**config.mk**
```make
export PLATFORM = sky130hd
export DESIGN_NAME = interval_timer
export DESIGN_NICKNAME = d
export VERILOG_FILES = /design/src/rtl/timer_pkg.sv /design/src/rtl/tick_prescaler.sv /design/src/rtl/interval_timer.sv
export SDC_FILE = /design/constraint.sdc
export NUM_CORES = 1
export LEC_CHECK = 0
export BUFFER_PORTS_ARGS = -buffer_cell sky130_fd_sc_hd__buf_2
export CAP_MARGIN = 15
export CORE_ASPECT_RATIO = 0.5
export CORE_MARGIN = 8
export CORE_UTILIZATION = 59
export CTS_CLUSTER_SIZE = 14
export DETAILED_ROUTE_END_ITERATION = 6
export PLACE_DENSITY = 0.79
export RECOVER_POWER = 25
export SETUP_SLACK_MARGIN = 0.1
export SYNTH_ARGS = -nofsm -noshare
export SYNTH_HDL_FRONTEND = slang
export SYNTH_SLANG_ARGS = --single-unit
```
**constraint.sdc**
```tcl
create_clock -name clk -period 4 [get_ports clk]
set_input_delay 0.4 -clock clk [delete_from_list [all_inputs] [get_ports clk]]
set_output_delay 0.4 -clock clk [all_outputs]
set_load 0.03 [all_outputs]
```
**src/rtl/timer_pkg.sv**
```systemverilog
// Shared types and constants for the interval timer and its prescaler.
package timer_pkg;

  typedef enum logic [1:0] {
    IDLE   = 2'd0,
    RUN    = 2'd1,
    PAUSED = 2'd2
  } state_e;

  localparam int TIME_50MHZ = 24999999 + 1;
  localparam int TIME_SIM   = 5;

  localparam logic ONE_SHOT = 1'b0;
  localparam logic PERIODIC = 1'b1;

endpackage

```
**src/rtl/tick_prescaler.sv**
```systemverilog
// Free-running divider: counts enabled cycles 0..CLK_DIV-1 and flags the last one.
module tick_prescaler #(
  parameter int CLK_DIV = 25000000,
  parameter int DIV_W   = 32
) (
  input  logic clk,
  input  logic rst,
  input  logic clr,
  input  logic en,
  output logic wrap
);

  localparam logic [DIV_W-1:0] LAST = DIV_W'(CLK_DIV - 1);

  logic [DIV_W-1:0] cnt_q;
  logic [DIV_W-1:0] cnt_d;

  assign wrap = en && (cnt_q == LAST);

  always_comb begin
    cnt_d = cnt_q;
    if (clr) begin
      cnt_d = '0;
    end else if (en) begin
      cnt_d = wrap ? '0 : cnt_q + DIV_W'(1);
    end
  end

  always_ff @(posedge clk) begin
    if (rst) begin
      cnt_q <= '0;
    end else begin
      cnt_q <= cnt_d;
    end
  end

endmodule

```
**src/rtl/interval_timer.sv**
```systemverilog
// Loadable base-tick down-counter with one-shot/periodic modes, pause, abort and retrigger.
module interval_timer
  import timer_pkg::*;
#(
  parameter int CLK_DIV = TIME_50MHZ,
  parameter int DIV_W   = 32,
  parameter int CNT_W   = 8
) (
  input  logic             clk,
  input  logic             rst,
  input  logic             start,
  input  logic [CNT_W-1:0] load_val,
  input  logic             mode,
  input  logic             pause,
  input  logic             abort,
  output logic             tick_out,
  output logic             expired,
  output logic             busy,
  output logic [CNT_W-1:0] remaining
);

  state_e           state_q, state_d;
  logic [CNT_W-1:0] remaining_q, remaining_d;
  logic [CNT_W-1:0] reload_q, reload_d;
  logic             mode_q, mode_d;
  logic             tick_q, tick_d;
  logic             expired_q, expired_d;
  logic             busy_q, busy_d;

  logic             presc_clr;
  logic             count_en;
  logic             wrap;

  // Counting happens in RUN, and also in the PAUSED cycle where pause drops,
  // so each paused cycle costs exactly one cycle of interval.
  assign presc_clr = abort || start;
  assign count_en  = !abort && !start && !pause && (state_q != IDLE);

  tick_prescaler #(
    .CLK_DIV (CLK_DIV),
    .DIV_W   (DIV_W)
  ) u_prescaler (
    .clk  (clk),
    .rst  (rst),
    .clr  (presc_clr),
    .en   (count_en),
    .wrap (wrap)
  );

  always_comb begin
    state_d     = state_q;
    remaining_d = remaining_q;
    reload_d    = reload_q;
    mode_d      = mode_q;
    tick_d      = 1'b0;
    expired_d   = 1'b0;

    if (abort) begin
      state_d     = IDLE;
      remaining_d = '0;
    end else if (start) begin
      if (load_val != '0) begin
        state_d     = RUN;
        remaining_d = load_val;
        reload_d    = load_val;
        mode_d      = mode;
      end else begin
        state_d     = IDLE;
        remaining_d = '0;
        expired_d   = 1'b1;
      end
    end else begin
      case (state_q)
        RUN: begin
          if (pause) begin
            state_d = PAUSED;
          end
        end
        PAUSED: begin
          if (!pause) begin
            state_d = RUN;
          end
        end
        default: begin
          state_d = IDLE;
        end
      endcase

      if (wrap) begin
        tick_d = 1'b1;
        if (remaining_q > CNT_W'(1)) begin
          remaining_d = remaining_q - CNT_W'(1);
        end else begin
          expired_d = 1'b1;
          if (mode_q == PERIODIC) begin
            remaining_d = reload_q;
          end else begin
            remaining_d = '0;
            state_d     = IDLE;
          end
        end
      end
    end

    busy_d = (state_d != IDLE);
  end

  always_ff @(posedge clk) begin
    if (rst) begin
      state_q     <= IDLE;
      remaining_q <= '0;
      reload_q    <= '0;
      mode_q      <= ONE_SHOT;
      tick_q      <= 1'b0;
      expired_q   <= 1'b0;
      busy_q      <= 1'b0;
    end else begin
      state_q     <= state_d;
      remaining_q <= remaining_d;
      reload_q    <= reload_d;
      mode_q      <= mode_d;
      tick_q      <= tick_d;
      expired_q   <= expired_d;
      busy_q      <= busy_d;
    end
  end

  assign tick_out  = tick_q;
  assign expired   = expired_q;
  assign busy      = busy_q;
  assign remaining = remaining_q;

endmodule
```
Yosys cells after proc, flatten, opt, wreduce, memory -nomap -nowiden
Index checks and enable logic that the tools add are counted.

cells by class
  add/subtract/negate cells = 2
  order comparisons = 1
  equality and inequality tests = 3
  multiplexer cells = 20
  bitwise gates (word level) = 1
  reduce and logical (&&, ||, !) cells = 16

operator list
  kind                                                           count
  2-to-1 mux 8 bit                                               5
  adder 32 x 1 -> 32 bit, second input constant                  1
  equality test 32 x 25 -> 1 bit, second input constant          1
  2-to-1 mux 32 bit                                              1
  2-to-1 mux 2 bit                                               7
  greater-than comparator 8 x 1 -> 1 bit, second input constant  1
  nonzero test 8 bit                                             1
  subtractor 8 x 1 -> 8 bit, second input constant               1
  2-to-1 mux 1 bit                                               6
  nonzero test 2 bit                                             3
  logical AND 1 bit                                              4
  case mux 2 bit (2 select lines)                                1
  OR reduction 2 bit                                             2
  zero test 1 bit                                                3
  AND reduction 3 bit                                            1
  OR reduction 3 bit                                             1
  equality test 2 x 1 -> 1 bit, second input constant            1
  equality test 2 bit, second input constant                     1
  logical OR 1 bit                                               1
  inverter 1 bit                                                 1

word-level totals
  register bits after elaboration = 54
  input port bits = 14
  output and inout bits = 11
  word-level logic and storage cells = 51

Depth between registers and ports, before layout
  word-level depth = 9
  mapped depth = 10
  gate-level depth less buffers = 7

Modules after synthesis
From an unflattened synthesis, not the netlist that was laid out.

unflattened totals
  cells, all modules = 339
  area total of the unflattened synthesis = 3025.4 um2

by module, submodules not included
  module          instances  cells each  area each (um2)  sequential area each (um2)
  tick_prescaler  1          195         1794.2           640.6
  interval_timer  1          144         1231.2           440.4

Least setup slack after synthesis
No wires, ideal clock.

  kind = register -> register
  start point = reg state_q[0]
  end point = reg busy_q, in the netlist busy
  setup time = 0.132 ns
  arrival = 2.684 ns
  required time = 3.868 ns
  path slack = 1.184 ns
  stages on the path, launching flop included = 10
  path buffers = 2
  period minus slack after synthesis = 2.816 ns
  cells stage by stage = dfxtp_1 > inv_1 > ha_1 > or4_4 > buf_6 > or3_4 > or4_4 > buf_6 > o311ai_4 > o22ai_1

between the ends
  longest elaborated chain between the ends = 8
  elaborated cells between the ends (all ways) = 14
  classes of those cells = eq/ne: 2; mux: 8; reduce/logical: 4

RTL lines
  item                                               line                   source
  start, declared                                    interval_timer.sv:22   state_e state_q, state_d;
  start signal, assigned                             interval_timer.sv:118  state_q <= state_d;
  equality test 2 bit, or another cell as far along  interval_timer.sv:73   case (state_q)
  case mux 2 bit (2 select lines)                    interval_timer.sv:73
  2-to-1 mux 2 bit                                   interval_timer.sv:95   if (mode_q == PERIODIC) begin
  2-to-1 mux 2 bit                                   interval_timer.sv:91   if (remaining_q > CNT_W'(1)) begin
  2-to-1 mux 2 bit (*)                               interval_timer.sv:89   if (wrap) begin
  2-to-1 mux 2 bit (*)                               interval_timer.sv:61   end else if (start) begin
  2-to-1 mux 2 bit (*)                               interval_timer.sv:58   if (abort) begin
  nonzero test 2 bit (*)                             interval_timer.sv:105  busy_d = (state_d != IDLE);
  end signal, assigned                               interval_timer.sv:124  busy_q <= busy_d;
  end, declared                                      interval_timer.sv:28   logic busy_q, busy_d;

Mark *: on every way between the ends. The rest lies on a longest branch, timed or not.
A chain may end at the register's enable or synchronous reset.

Worst setup path in the final report
  start point = reg state_q[1]
  end point = reg remaining_q[3], in the netlist remaining[3]

between the ends
  longest elaborated chain between the ends = 4

RTL lines
  item                                 line                   source
  nonzero test 2 bit                   interval_timer.sv:37   assign count_en = !abort && !start && !pause && (state_q != IDLE);
  logical AND 1 bit                    interval_timer.sv:37
  logical AND 1 bit                    tick_prescaler.sv:18   assign wrap = en && (cnt_q == LAST);
  nonzero test 2 bit (no source line)  n/a
  end signal, assigned                 interval_timer.sv:119  remaining_q <= remaining_d;
  end, declared                        interval_timer.sv:23   logic [CNT_W-1:0] remaining_q, remaining_d;

Every way passes these cells.

==> summary.md <==
| Metric | Value |
|---|---|
| Clk network pwr share | `32.7%` |
| Largest family of logic cells by synthesized area | `simple AND/OR/NAND/NOR gates` |
| Worst Path Buf+Inv | `1` |
| Status | `completed` |
| CP endpoint kind | `register` |
| Storage cell area | `0.00108 mm²` |
| Worst-Margin Slew | `872 ps` |
| CP max-delay cell | `nor4_1` |
| Mux contribution to synthesized area | `less than 1%` |
| Max Fclk | `335 MHz` |
| Router iterations before antenna repair | `4` |
| Sw frac | `between 20 and 30%` |
| Clk_skew | `around 7.0 ps` |
| Initial antenna violation count | `0` |
| Cell Chain, Critical Path | `inv_1 > ha_1 > or4_4 > or3_4 > nor4_1 > o22ai_1 > a31o_2` |
| H-tree depth | `2` |
| Clock Tree Root | `clkbuf_8` |
| First-pass GRT wire length | `between 10000 and 15000 µm` |
| Count of pins over their slew limit | `0` |
| Worst skew pair latency | `310 ps` |
| Routed WL | `6280 µm` |
| Via density | `5.91` |
| ANT nets after route | `0` |
| CTS tree | `yes` |
| Logic pwr share | `9.5%` |
| Crit Path Class | `register to register` |
| RSZ-0062 raised after global routing | `no` |
| Synthesized cell area | `0.00278 mm²` |
| Vias in the first global route | `around 2300` |
| Peak VDD IR | `approximately 0.00015 V` |
| Fillers | `just under 400` |
| Placement Rows | `17` |
| Worst Path Arrival | `between 3000 and 4000 ps` |
| Synth top area share | `39.0%` |
| Dpl hpwl | `approximately 4400 µm` |
| Total core area | `around 0.0045 mm²` |
| Resize count post-CTS | `0` |
| Syn. warnings | `0` |
| Reg2Reg Setup Slack | `between 1000 and 1500 ps` |
| Pint | `0.000718 W` |
| Maximum fanout along the worst path | `10` |
| Hold endpoint | `mode_q$_SDFFE_PP0P_` |
| Reg2Reg Launch Point | `state_q[1]$_SDFF_PP0_` |
| Worst hold path depth | `3` |
| Number of synthesized flops with an enable pin | `0` |
| Synthesis-to-finish area growth | `8.16%` |
| Async SR Flop Fraction | `0%` |
| Count of input and output buffers | `24` |
| Max-cap viol count | `0` |
| CP Launch Type | `register` |
| Num CTS Buffers | `5` |
| Clock sink count | `54` |
| Most frequently used flop master after synthesis | `dfxtp_1` |
| # DRC | `0` |
| Synth area leader | `dfxtp_1` |
| Switching power | `0.000240 W` |
| Setup Fix Bufs, Post-CTS | `0` |
| First-iteration detailed-routing DRC count | `about 180` |
| Full die area | `roughly 0.0073 mm²` |
| WL per Instance | `roughly 15 µm` |
| R2R cell count | `7` |
| Final period util | `between 70% and 80%` |
| Clock slew at reported path FFs | `~90 ps` |
| Worst Min Path Start | `mode` |
| Vias | `approximately 2500` |
| Post-Synth XOR/XNOR Area | `between 10% and 20%` |
| Hold Path Class | `input port to register` |
| Die height | `about 64 µm` |
| Ant diodes | `0` |
| Final Hold Viols | `0` |
| Post-Synth Simple-Gate Area | `around a third` |
| Crit-path max cell delay | `roughly 740 ps` |
| R2R Path End | `remaining[3]$_SDFFE_PP0P_` |
| Syn Inst Count | `between 300 and 400` |
| Hold Slack | `between 300 and 400 ps` |
| Final Net Count | `between 300 and 400` |
| Share of cells above drive strength 1 | `between 10% and 20%` |
| Synth Area in Compound Gates | `between 10% and 20%` |
| Setup violators final | `0` |
| GR Overflow Total | `0` |
| Max transition margin | `about two fifths` |
| Cell Pwr Density | `around 320 mW/mm²` |
| Final min period | `a little under 3000 ps` |
| CP top delay family | `simple AND/OR/NAND/NOR gates` |
| Clock Path Buffers | `2` |
| Number of synthesized register bits | `54` |
| Final setup TNS | `0 ps` |
| Die Wd | `around 110 µm` |
| Post-synth top cells | `dfxtp_1 (54), nor2_1 (54), nand2_1 (40)` |
| Register share of total power | `around 58%` |
| Cell Area, Placed | `~0.0029 mm²` |
| Area of the multi-input gates | `0.00159 mm²` |
| Ports | `25` |
| Mapped Avg Cell Area | `between 8 and 9 µm²` |
| Synth top area cells | `dfxtp_1 (39%), nor2_1 (7.3%), xor2_1 (6.6%), nand2_1 (5.4%), xnor2_1 (3.8%)` |
| Largest net degree at the start of global routing | `29` |
| Seq/Total Area, Yosys | `39.0%` |
| RePlAce Congestion | `~0.84` |
| Adder-cell share of the synthesized area | `between 2 and 3%` |
| Cell variety after synth | `51` |
| Initial Util | `roughly 62%` |
| Crit path required time | `between 4000 and 5000 ps` |
| Design area | `approximately 0.003 mm²` |
| CTS Hold Bufs | `0` |
| Gr usage total | `approximately 17%` |
| Leak | `between 1 and 1.5 nW` |
| Synth Net Count | `358` |
-- through the flow --
stage	util (%)	std cells	total power, W	worst slack, ps
3_5_place_dp	65.5	407	0.000657	1080
4_1_cts	67.6	415	0.000964	1080
6_report	67.2	415	0.000959	1020
2_1_floorplan	-	338	0.000629	1180
5_1_grt	67.2	415	0.000998	823
3_3_place_gp	65.5	407	0.000654	1210
-- worst min-delay path, delay by kind of cell --
kind,cells,cell delay (ps)
AOI/OAI and AO/OA,1,50
buffers and inverters,1,100
and+or+nand+nor,1,50
-- power by group through the flow --
stage | registers, W | logic, W | clock network [W]
final | 0.000554 | 0.0000909 | 0.000313
after global routing | 0.000556 | 0.000100 | 0.000342
after CTS | 0.000554 | 0.0000910 | 0.000319
after detailed placement | 0.000567 | 0.0000905 | 0
after global placement | 0.000566 | 0.0000886 | 0
after floorplan | 0.000570 | 0.0000590 | 0
-- metal layers --
metal,wire length (µm),vias up,GRT usage [%]
li1,-,1230,-
met1,2850,1131,21.1
met2,2880,79,28.6
met3,468,12,6.19
met4,82,0,5.10
met5,0,-,0
-- placed cells by master (no fill, tap or decap), types with 2 or more instances in the layout --
cell type and n:
nand4_1 14, o21ai_0 6, nand3_1 18, or4_4 2, nor2_1 54, a31oi_1 3
xnor2_1 12, nor3_1 2, nor2b_1 2, nand2_1 40, nor4b_1 2, or3_1 2
buf_2 11, a311oi_1 2, and3_1 8, a31o_2 2, a21oi_1 17, nor4_1 9
mux2_2 2, ha_1 6, or4_1 3, nor4_2 2, xor2_1 21, clkbuf_8 6
buf_4 4, nand4b_1 2, o22ai_1 4, clkbuf_1 14, and4_1 3, dfxtp_1 54
inv_1 8
-- registers in the layout, indices dropped and copies added (netlist names) --
name,flops
tick_out,1
reload_q,8
state_q,2
remaining,8
busy,1
u_prescaler.cnt_q,32
expired,1
mode_q,1
-- cell type report --
cell class / count / area share (%)
inverter: 8 / 1.00
multi-input combinational: 260 / 53.1
sequential: 54 / 36.0
clock inverter: 1 / 0.167
clock buffer: 7 / 2.88
tap: 57 / 2.38
timing repair buffer: 28 / 4.46
-- worst max path at each step --
stage / start / end / depth (start not counted) / slack (ps)
finish: state_q[1]$_SDFF_PP0_ / remaining[3]$_SDFFE_PP0P_ / 7 / 1020
global route: state_q[0]$_SDFF_PP0_ / remaining[3]$_SDFFE_PP0P_ / 7 / 820
CTS: state_q[0]$_SDFF_PP0_ / remaining[3]$_SDFFE_PP0P_ / 7 / 1080
detailed placement: state_q[1]$_SDFF_PP0_ / remaining[3]$_SDFFE_PP0P_ / 7 / 1080
global placement: state_q[0]$_SDFF_PP0_ / busy$_SDFF_PP0_ / 7 / 1210
floorplan: state_q[0]$_SDFF_PP0_ / busy$_SDFF_PP0_ / 9 / 1180
-- kinds of logic (layout without fill, tap and decap cells) --
family                   after synthesis  in the layout
adder cells (fa/ha/maj)                6              6
AO/OA/AOI/OAI                         46             46
multiplexers                           2              2
buffers and inverters                 24             44
flip-flops                            54             54
XOR/XNOR                              33             33
AND/OR/NAND/NOR                      173            173
Note: power is estimated with default switching activity, not from simulation.
